### src/rtl/mdu_pkg.sv
`default_nettype none
// ============================================================================
// Module      : mdu_pkg
// Description : Shared opcodes, FSM state encoding and op-decode helpers for
//               the HI/LO multiply/divide engine.
// Revision    : 1.0 - initial release
// ============================================================================
package mdu_pkg;

    localparam int unsigned MDU_WIDTH  = 32;
    localparam int unsigned DIV_CYCLES = MDU_WIDTH;

    localparam logic [1:0] OP_MULT  = 2'b00;
    localparam logic [1:0] OP_MULTU = 2'b01;
    localparam logic [1:0] OP_DIV   = 2'b10;
    localparam logic [1:0] OP_DIVU  = 2'b11;

    typedef enum logic [1:0] {
        ST_IDLE = 2'd0,
        ST_MUL  = 2'd1,
        ST_DIV  = 2'd2,
        ST_DONE = 2'd3
    } mdu_state_e;

    function automatic logic op_is_div(input logic [1:0] op);
        return (op == OP_DIV) || (op == OP_DIVU);
    endfunction

    function automatic logic op_is_signed(input logic [1:0] op);
        return (op == OP_MULT) || (op == OP_DIV);
    endfunction

endpackage
`default_nettype wire

### src/rtl/mul_div_unit_div_core.sv
`default_nettype none
// ============================================================================
// Module      : div_core
// Description : Unsigned radix-2 restoring divider, one quotient bit per step.
// Revision    : 1.0 - initial release
// ============================================================================
module div_core #(
    parameter int unsigned WIDTH = 32
) (
    input  logic             clk,
    input  logic             resetn,
    input  logic             load_i,
    input  logic             step_i,
    input  logic [WIDTH-1:0] dividend_i,
    input  logic [WIDTH-1:0] divisor_i,
    output logic [WIDTH-1:0] quotient_o,
    output logic [WIDTH-1:0] remainder_o
);

    logic [WIDTH-1:0] quo_q;
    logic [WIDTH-1:0] rem_q;
    logic [WIDTH-1:0] dvs_q;
    logic [WIDTH:0]   w_shift;
    logic [WIDTH:0]   w_diff;
    logic             w_fits;

    // The dividend shifts out of quo_q MSB-first while quotient bits fill in
    // from the bottom. Since rem < divisor, the shifted value is < 2*divisor,
    // so bit WIDTH of the difference is a clean borrow flag.
    assign w_shift = {rem_q, quo_q[WIDTH-1]};
    assign w_diff  = w_shift - {1'b0, dvs_q};
    assign w_fits  = ~w_diff[WIDTH];

    always_ff @(posedge clk or negedge resetn) begin
        if (!resetn) begin
            quo_q <= '0;
            rem_q <= '0;
            dvs_q <= '0;
        end else if (load_i) begin
            quo_q <= dividend_i;
            rem_q <= '0;
            dvs_q <= divisor_i;
        end else if (step_i) begin
            quo_q <= {quo_q[WIDTH-2:0], w_fits};
            rem_q <= w_fits ? w_diff[WIDTH-1:0] : w_shift[WIDTH-1:0];
        end
    end

    assign quotient_o  = quo_q;
    assign remainder_o = rem_q;

endmodule
`default_nettype wire

### src/rtl/mul_div_unit.sv
`default_nettype none
// ============================================================================
// Module      : mul_div_unit
// Description : Execute-stage MULT/MULTU/DIV/DIVU engine producing {hi,lo}
//               with a pipeline stall and a one-cycle result strobe.
// Revision    : 1.0 - initial release
// ============================================================================
module mul_div_unit
    import mdu_pkg::*;
#(
    parameter int unsigned WIDTH   = MDU_WIDTH,
    parameter int unsigned MUL_LAT = 2
) (
    input  logic             clk,
    input  logic             resetn,
    input  logic             start_i,
    input  logic [1:0]       op_i,
    input  logic [WIDTH-1:0] src_a_i,
    input  logic [WIDTH-1:0] src_b_i,
    input  logic             cancel_i,
    output logic             stall_o,
    output logic             busy_o,
    output logic             valid_o,
    output logic [WIDTH-1:0] hi_o,
    output logic [WIDTH-1:0] lo_o
);

    localparam int unsigned        c_CNT_MAX  = (WIDTH > MUL_LAT) ? WIDTH : MUL_LAT;
    localparam int unsigned        c_CNT_W    = $clog2(c_CNT_MAX) + 1;
    localparam logic [c_CNT_W-1:0] c_MUL_LAST = c_CNT_W'(MUL_LAT - 1);
    localparam logic [c_CNT_W-1:0] c_DIV_LAST = c_CNT_W'(WIDTH - 1);

    mdu_state_e         state_q, state_d;
    logic [c_CNT_W-1:0] cnt_q, cnt_d;
    logic [1:0]         op_q;
    logic [WIDTH-1:0]   a_q, b_q, hi_q, lo_q;
    logic [2*WIDTH-1:0] prod_q;

    logic               w_go, w_latch, w_commit;
    logic               w_src_signed;
    logic [WIDTH-1:0]   w_src_a_mag, w_src_b_mag;
    logic [2*WIDTH-1:0] w_mul_a, w_mul_b, w_product;
    logic [WIDTH-1:0]   w_quo, w_rem, w_quo_fix, w_rem_fix, w_div_hi, w_div_lo;
    logic               w_op_signed, w_a_neg, w_b_neg, w_div_by_zero;
    logic [2*WIDTH-1:0] w_res;

    assign w_go = start_i & ~cancel_i;

    always_ff @(posedge clk or negedge resetn) begin
        if (!resetn) begin
            state_q <= ST_IDLE;
            cnt_q   <= '0;
        end else begin
            state_q <= state_d;
            cnt_q   <= cnt_d;
        end
    end

    always_comb begin
        state_d = state_q;
        cnt_d   = cnt_q;
        stall_o = 1'b0;
        valid_o = 1'b0;
        w_latch = 1'b0;
        case (state_q)
            ST_IDLE: begin
                stall_o = w_go;
                if (w_go) begin
                    w_latch = 1'b1;
                    cnt_d   = '0;
                    state_d = op_is_div(op_i) ? ST_DIV : ST_MUL;
                end
            end
            ST_MUL: begin
                stall_o = ~cancel_i;
                cnt_d   = cnt_q + c_CNT_W'(1);
                if (cnt_q == c_MUL_LAST) begin
                    cnt_d   = '0;
                    state_d = ST_DONE;
                end
            end
            ST_DIV: begin
                stall_o = ~cancel_i;
                cnt_d   = cnt_q + c_CNT_W'(1);
                if (cnt_q == c_DIV_LAST) begin
                    cnt_d   = '0;
                    state_d = ST_DONE;
                end
            end
            default: begin
                // DONE never re-arms: the instruction that just finished may
                // still be presenting start_i while it advances.
                valid_o = ~cancel_i;
                state_d = ST_IDLE;
            end
        endcase
        if (cancel_i) begin
            cnt_d   = '0;
            state_d = ST_IDLE;
        end
    end

    assign busy_o   = (state_q == ST_MUL) || (state_q == ST_DIV);
    assign w_commit = valid_o;

    assign w_mul_a   = op_is_signed(op_q) ? {{WIDTH{a_q[WIDTH-1]}}, a_q} : {{WIDTH{1'b0}}, a_q};
    assign w_mul_b   = op_is_signed(op_q) ? {{WIDTH{b_q[WIDTH-1]}}, b_q} : {{WIDTH{1'b0}}, b_q};
    assign w_product = w_mul_a * w_mul_b;

    // The divider is loaded straight from the issuing operands so that all
    // WIDTH steps fit inside the DIV state.
    assign w_src_signed = op_is_signed(op_i);
    assign w_src_a_mag  = (w_src_signed && src_a_i[WIDTH-1]) ? -src_a_i : src_a_i;
    assign w_src_b_mag  = (w_src_signed && src_b_i[WIDTH-1]) ? -src_b_i : src_b_i;

    div_core #(
        .WIDTH(WIDTH)
    ) u_div_core (
        .clk         (clk),
        .resetn      (resetn),
        .load_i      (w_latch & op_is_div(op_i)),
        .step_i      (state_q == ST_DIV),
        .dividend_i  (w_src_a_mag),
        .divisor_i   (w_src_b_mag),
        .quotient_o  (w_quo),
        .remainder_o (w_rem)
    );

    assign w_op_signed   = op_is_signed(op_q);
    assign w_a_neg       = w_op_signed & a_q[WIDTH-1];
    assign w_b_neg       = w_op_signed & b_q[WIDTH-1];
    assign w_div_by_zero = (b_q == '0);
    assign w_quo_fix     = (w_a_neg ^ w_b_neg) ? -w_quo : w_quo;
    assign w_rem_fix     = w_a_neg ? -w_rem : w_rem;
    assign w_div_hi      = w_div_by_zero ? a_q : w_rem_fix;
    assign w_div_lo      = w_div_by_zero ? '1  : w_quo_fix;
    assign w_res         = op_is_div(op_q) ? {w_div_hi, w_div_lo} : prod_q;

    always_ff @(posedge clk or negedge resetn) begin
        if (!resetn) begin
            op_q   <= '0;
            a_q    <= '0;
            b_q    <= '0;
            prod_q <= '0;
            hi_q   <= '0;
            lo_q   <= '0;
        end else begin
            if (w_latch) begin
                op_q <= op_i;
                a_q  <= src_a_i;
                b_q  <= src_b_i;
            end
            if (state_q == ST_MUL) begin
                prod_q <= w_product;
            end
            if (w_commit) begin
                hi_q <= w_res[2*WIDTH-1:WIDTH];
                lo_q <= w_res[WIDTH-1:0];
            end
        end
    end

    // The fresh result is visible during DONE; a cancelled DONE shows the
    // previously committed values instead.
    assign hi_o = w_commit ? w_res[2*WIDTH-1:WIDTH] : hi_q;
    assign lo_o = w_commit ? w_res[WIDTH-1:0]       : lo_q;

endmodule
`default_nettype wire

### config.mk
export PLATFORM = sky130hd
export DESIGN_NAME = mul_div_unit
export DESIGN_NICKNAME = d
export VERILOG_FILES = /design/src/rtl/mdu_pkg.sv /design/src/rtl/mul_div_unit_div_core.sv /design/src/rtl/mul_div_unit.sv
export SDC_FILE = /design/constraint.sdc
export NUM_CORES = 2
export LEC_CHECK = 0
export CORE_MARGIN = 10
export CORE_UTILIZATION = 50
export CTS_CLUSTER_DIAMETER = 200
export CTS_CLUSTER_SIZE = 28
export DETAILED_ROUTE_END_ITERATION = 16
export GPL_TIMING_DRIVEN = 0
export PLACE_DENSITY = 0.69
export SYNTH_ARGS = -nofsm -noshare
export SYNTH_HDL_FRONTEND = slang
export SYNTH_SLANG_ARGS = --single-unit
### constraint.sdc
create_clock -name clk -period 8.95 [get_ports clk]
set_input_delay 1.3425 -clock clk [delete_from_list [all_inputs] [get_ports clk]]
set_output_delay 1.3425 -clock clk [all_outputs]
set_load 0.01 [all_outputs]
==> results by group <==
Outcome
  – Result of the run: finished with violations
  – Violated checks: setup timing

Timing
  – Worst relative slew slack: 13.1%
  – Highest clock frequency the design can meet: 107 MHz
  – Share of the clock period used by the worst path: 104%
  – Tightest Pin Transition: 1300 ps
  – Final worst-path setup slack: -382 ps
  – Layout Skew: 41.4 ps
  – # setup viols final: 18
  – Unrepaired setup endpoints after global routing: true
  – Total count of max-transition violations in the final report: 0
  – Final count of hold timing violations: 0
  – Shortest clock period the worst path allows after layout: 9330 ps

Yosys
  – Syn Area/Cell: 9.45 sq um
  – Most frequently used cell type in the post-synthesis netlist: inv_1
  – EDFF count, synth: 0
  – Asr flop ratio synth: 100%
  – Synthesis-stage register bit count: 298
  – Syn Nets: 8693
  – Commonest register cell after synthesis: dfrtp_1
  – Yosys top cell by area: fa_1
  – Number of library cell types mapped by synthesis: 96
  – Top area cells in the synthesized netlist: fa_1 (44%), dfrtp_1 (12%), inv_1 (8.9%)
  – Sequential-to-total area share from yosys stat: 11.5%
  – Area share of the leading cell type in the synthesized netlist: 43.9%
  – Post-synth design cell area: 0.0647 sq mm
  – Gate count of the mapped netlist: 6847
  – Ys Warns: 0
  – Top post-synthesis cells by count: inv_1 (1539), fa_1 (1420), nand2_1 (774), and2_1 (601), ha_1 (356)

Worst setup path
  – Arr. time, crit path: 9780 ps
  – Combined buffer and inverter count along the critical path: 7
  – Cell with the most instances on the worst path: fa_1
  – Family with the most delay on the worst path: adder cells
  – Crit-path max FO: 10
  – Data required time of the critical path: 9400 ps
  – CP startpoint kind: flip-flop
  – Critical path start-end classification: flip-flop to flip-flop
  – Highest cell delay on the worst timing path: 680 ps
  – Nature of the critical path endpoint: flip-flop
  – Standard cell with the maximum stage delay on the critical path: fa_2

Clocking
  – Worst-path clk slew: 120 ps
  – H-tree depth: 1
  – Clock tree sinks: 298
  – Root Driver: clkbuf_16
  – CTS tree: done
  – Clk Latency, worst-skew pair: 560 ps
  – Number of buffers inserted during clock tree synthesis: 14
  – Maximum clock path buffer count: 3

Floorplan
  – Count of pins on the block boundary: 137
  – Placeable core area: 0.128 sq mm
  – DIE HEIGHT: 380 um
  – Number of standard-cell rows in the floorplan: 131
  – Die footprint: 0.144 sq mm
  – Initial cell density of the core: 50.6%
  – Die width: 380 um

Finish
  – Number of nets in the layout: 9009
  – Area of all sequential standard cells: 0.00760 sq mm
  – Filler instances: 11500
  – Final standard cell count with taps included and fillers excluded: 8909
  – Area used by multi-input combinational logic: 0.0515 sq mm
  – P&R area growth vs syn: 12.7%
  – Layout cells sized above 1: 12.6%

Global route
  – Largest net degree at the start of global routing: 104
  – Global-route wire length before repair: 388 mm
  – GR Overflow Total: 0
  – Number of global-route vias before repair: 54000
  – Number of antenna violations at the first check in global routing: 26
  – GRT Resource Usage Total: 37.1%

Min path
  – Hold WC Path Type: flip-flop to flip-flop

Place
  – PortBufs: 135
  – Weighted congestion reported at the end of routability-driven placement: 1.05
  – Total instance count after detailed placement: 8716
  – Final HPWL DP: 218 mm

Drt
  – Final routed wirelength across all metal layers: 267 mm
  – Detail-routed via count per cell: 5.73
  – TritonRoute pass-1 iters: 5
  – Residual DRC count: 0
  – Number of DRC markers after the initial detailed-route iteration: 5208
  – Routed wire length per instance: 30.0 um
  – Routed Antenna Nets: 0
  – Detailed-route via count: 51000

Job
  – Max-cap check violation count: 0
==> per-layer routing <==
metal	share of wire [%]	up-vias	global-route usage, %
met2	43	2803	55.0
met1	38	26300	48.3
met3	11	771	9.73
li1	-	21200	-
met5	0.037	-	0
met4	8.3	16	23.2
==> logic make-up after synthesis <==
kind of cell               synth area share (%)
DFF                                        11.5
and+or+nand+nor                            13.2
AOI/OAI and AO/OA                          6.71
xor gates and xnor gates                   3.48
muxes                                      3.24
buffers and inverters                      11.0
adders and majority gates                  50.8
==> tightest hold or removal path, delay by kind of cell (launching register included) <==
family	cells	cell delay [ps]
flip-flops	1	360
AO/OA/AOI/OAI	1	60
AND/OR/NAND/NOR	1	40
==> area by class of cell <==
class	instances	share of cell area (%)
plain buffers	313	3.28
clock inverters	1	0.0154
clock buffers	15	0.515
flip-flops and latches	298	10.4
inverters	1541	7.96
diodes	17	0.0583
repair buffers	338	4.24
well taps	1729	2.97
multi-input cells	4657	70.6
==> repair_timing <==
action                     4_1_cts  5_1_grt
gates resized for setup        629      331
setup buffers                  129       72
setup endpoints to repair       47       34
pin swaps                      128      168
hold buffers                     0        0
==> cell usage in the layout (no fill, tap or decap), types with 25 or more instances in the layout <==
master	instances
xor2_1	87
nand2_1	753
clkbuf_1	99
clkdlybuf4s50_1	134
mux2i_1	88
o21ai_0	267
mux2_2	101
a21oi_1	130
nand3_1	30
ha_4	25
inv_1	1490
buf_6	35
clkbuf_4	41
o22ai_1	33
fa_1	1347
dfrtp_2	33
clkbuf_2	55
dfrtp_1	239
fa_2	73
o31ai_1	26
clkbuf_16	34
xnor2_1	158
nor3_1	32
inv_2	44
dfrtp_4	26
buf_4	194
and2_1	591
nor2_1	122
a21o_1	73
ha_1	326
==> sequential cells by signal, indices dropped and copies added (netlist names) <==
name / cells
op_q: 2
hi_q: 32
state_q: 2
b_q: 32
cnt_q: 6
u_div_core.quotient_o: 32
a_q: 32
prod_q: 64
lo_q: 32
u_div_core.remainder_o: 32
u_div_core.dvs_q: 32
==> worst paths after layout <==
path | from | endpoint | slack, ps | cells after the start
min in group asynchronous | resetn | lo_q[10] | 840 | 1
max in group asynchronous | resetn | prod_q[61] | 7010 | 2
hold / removal | u_div_core.dvs_q[20] | u_div_core.dvs_q[20] | 500 | 2
hold reg to reg | u_div_core.dvs_q[20] | u_div_core.dvs_q[20] | 500 | 2
setup reg to reg | a_q[29] | prod_q[57] | -380 | 29
setup / recovery | a_q[29] | prod_q[57] | -380 | 29
==> through the flow <==
stage | hold WS [ps] | TNS, ps | setup WS [ps] | cell area (sq um) | util, %
final | 495 | -3010 | -382 | 72900 | 57.0
after global routing | 529 | -6150 | -477 | 72900 | 57.0
after CTS | 501 | -3470 | -407 | 71600 | 55.9
after detailed placement | 474 | -73170 | -2840 | 68400 | 53.4
after global placement | 467 | -2013180 | -6570 | 68300 | 53.3
after floorplan | 450 | 0 | 9.70 | 64800 | -
Power is left out: the tool's default activity adds up to more than one toggle a clock period on the data nets, which glitch-free logic cannot reach.
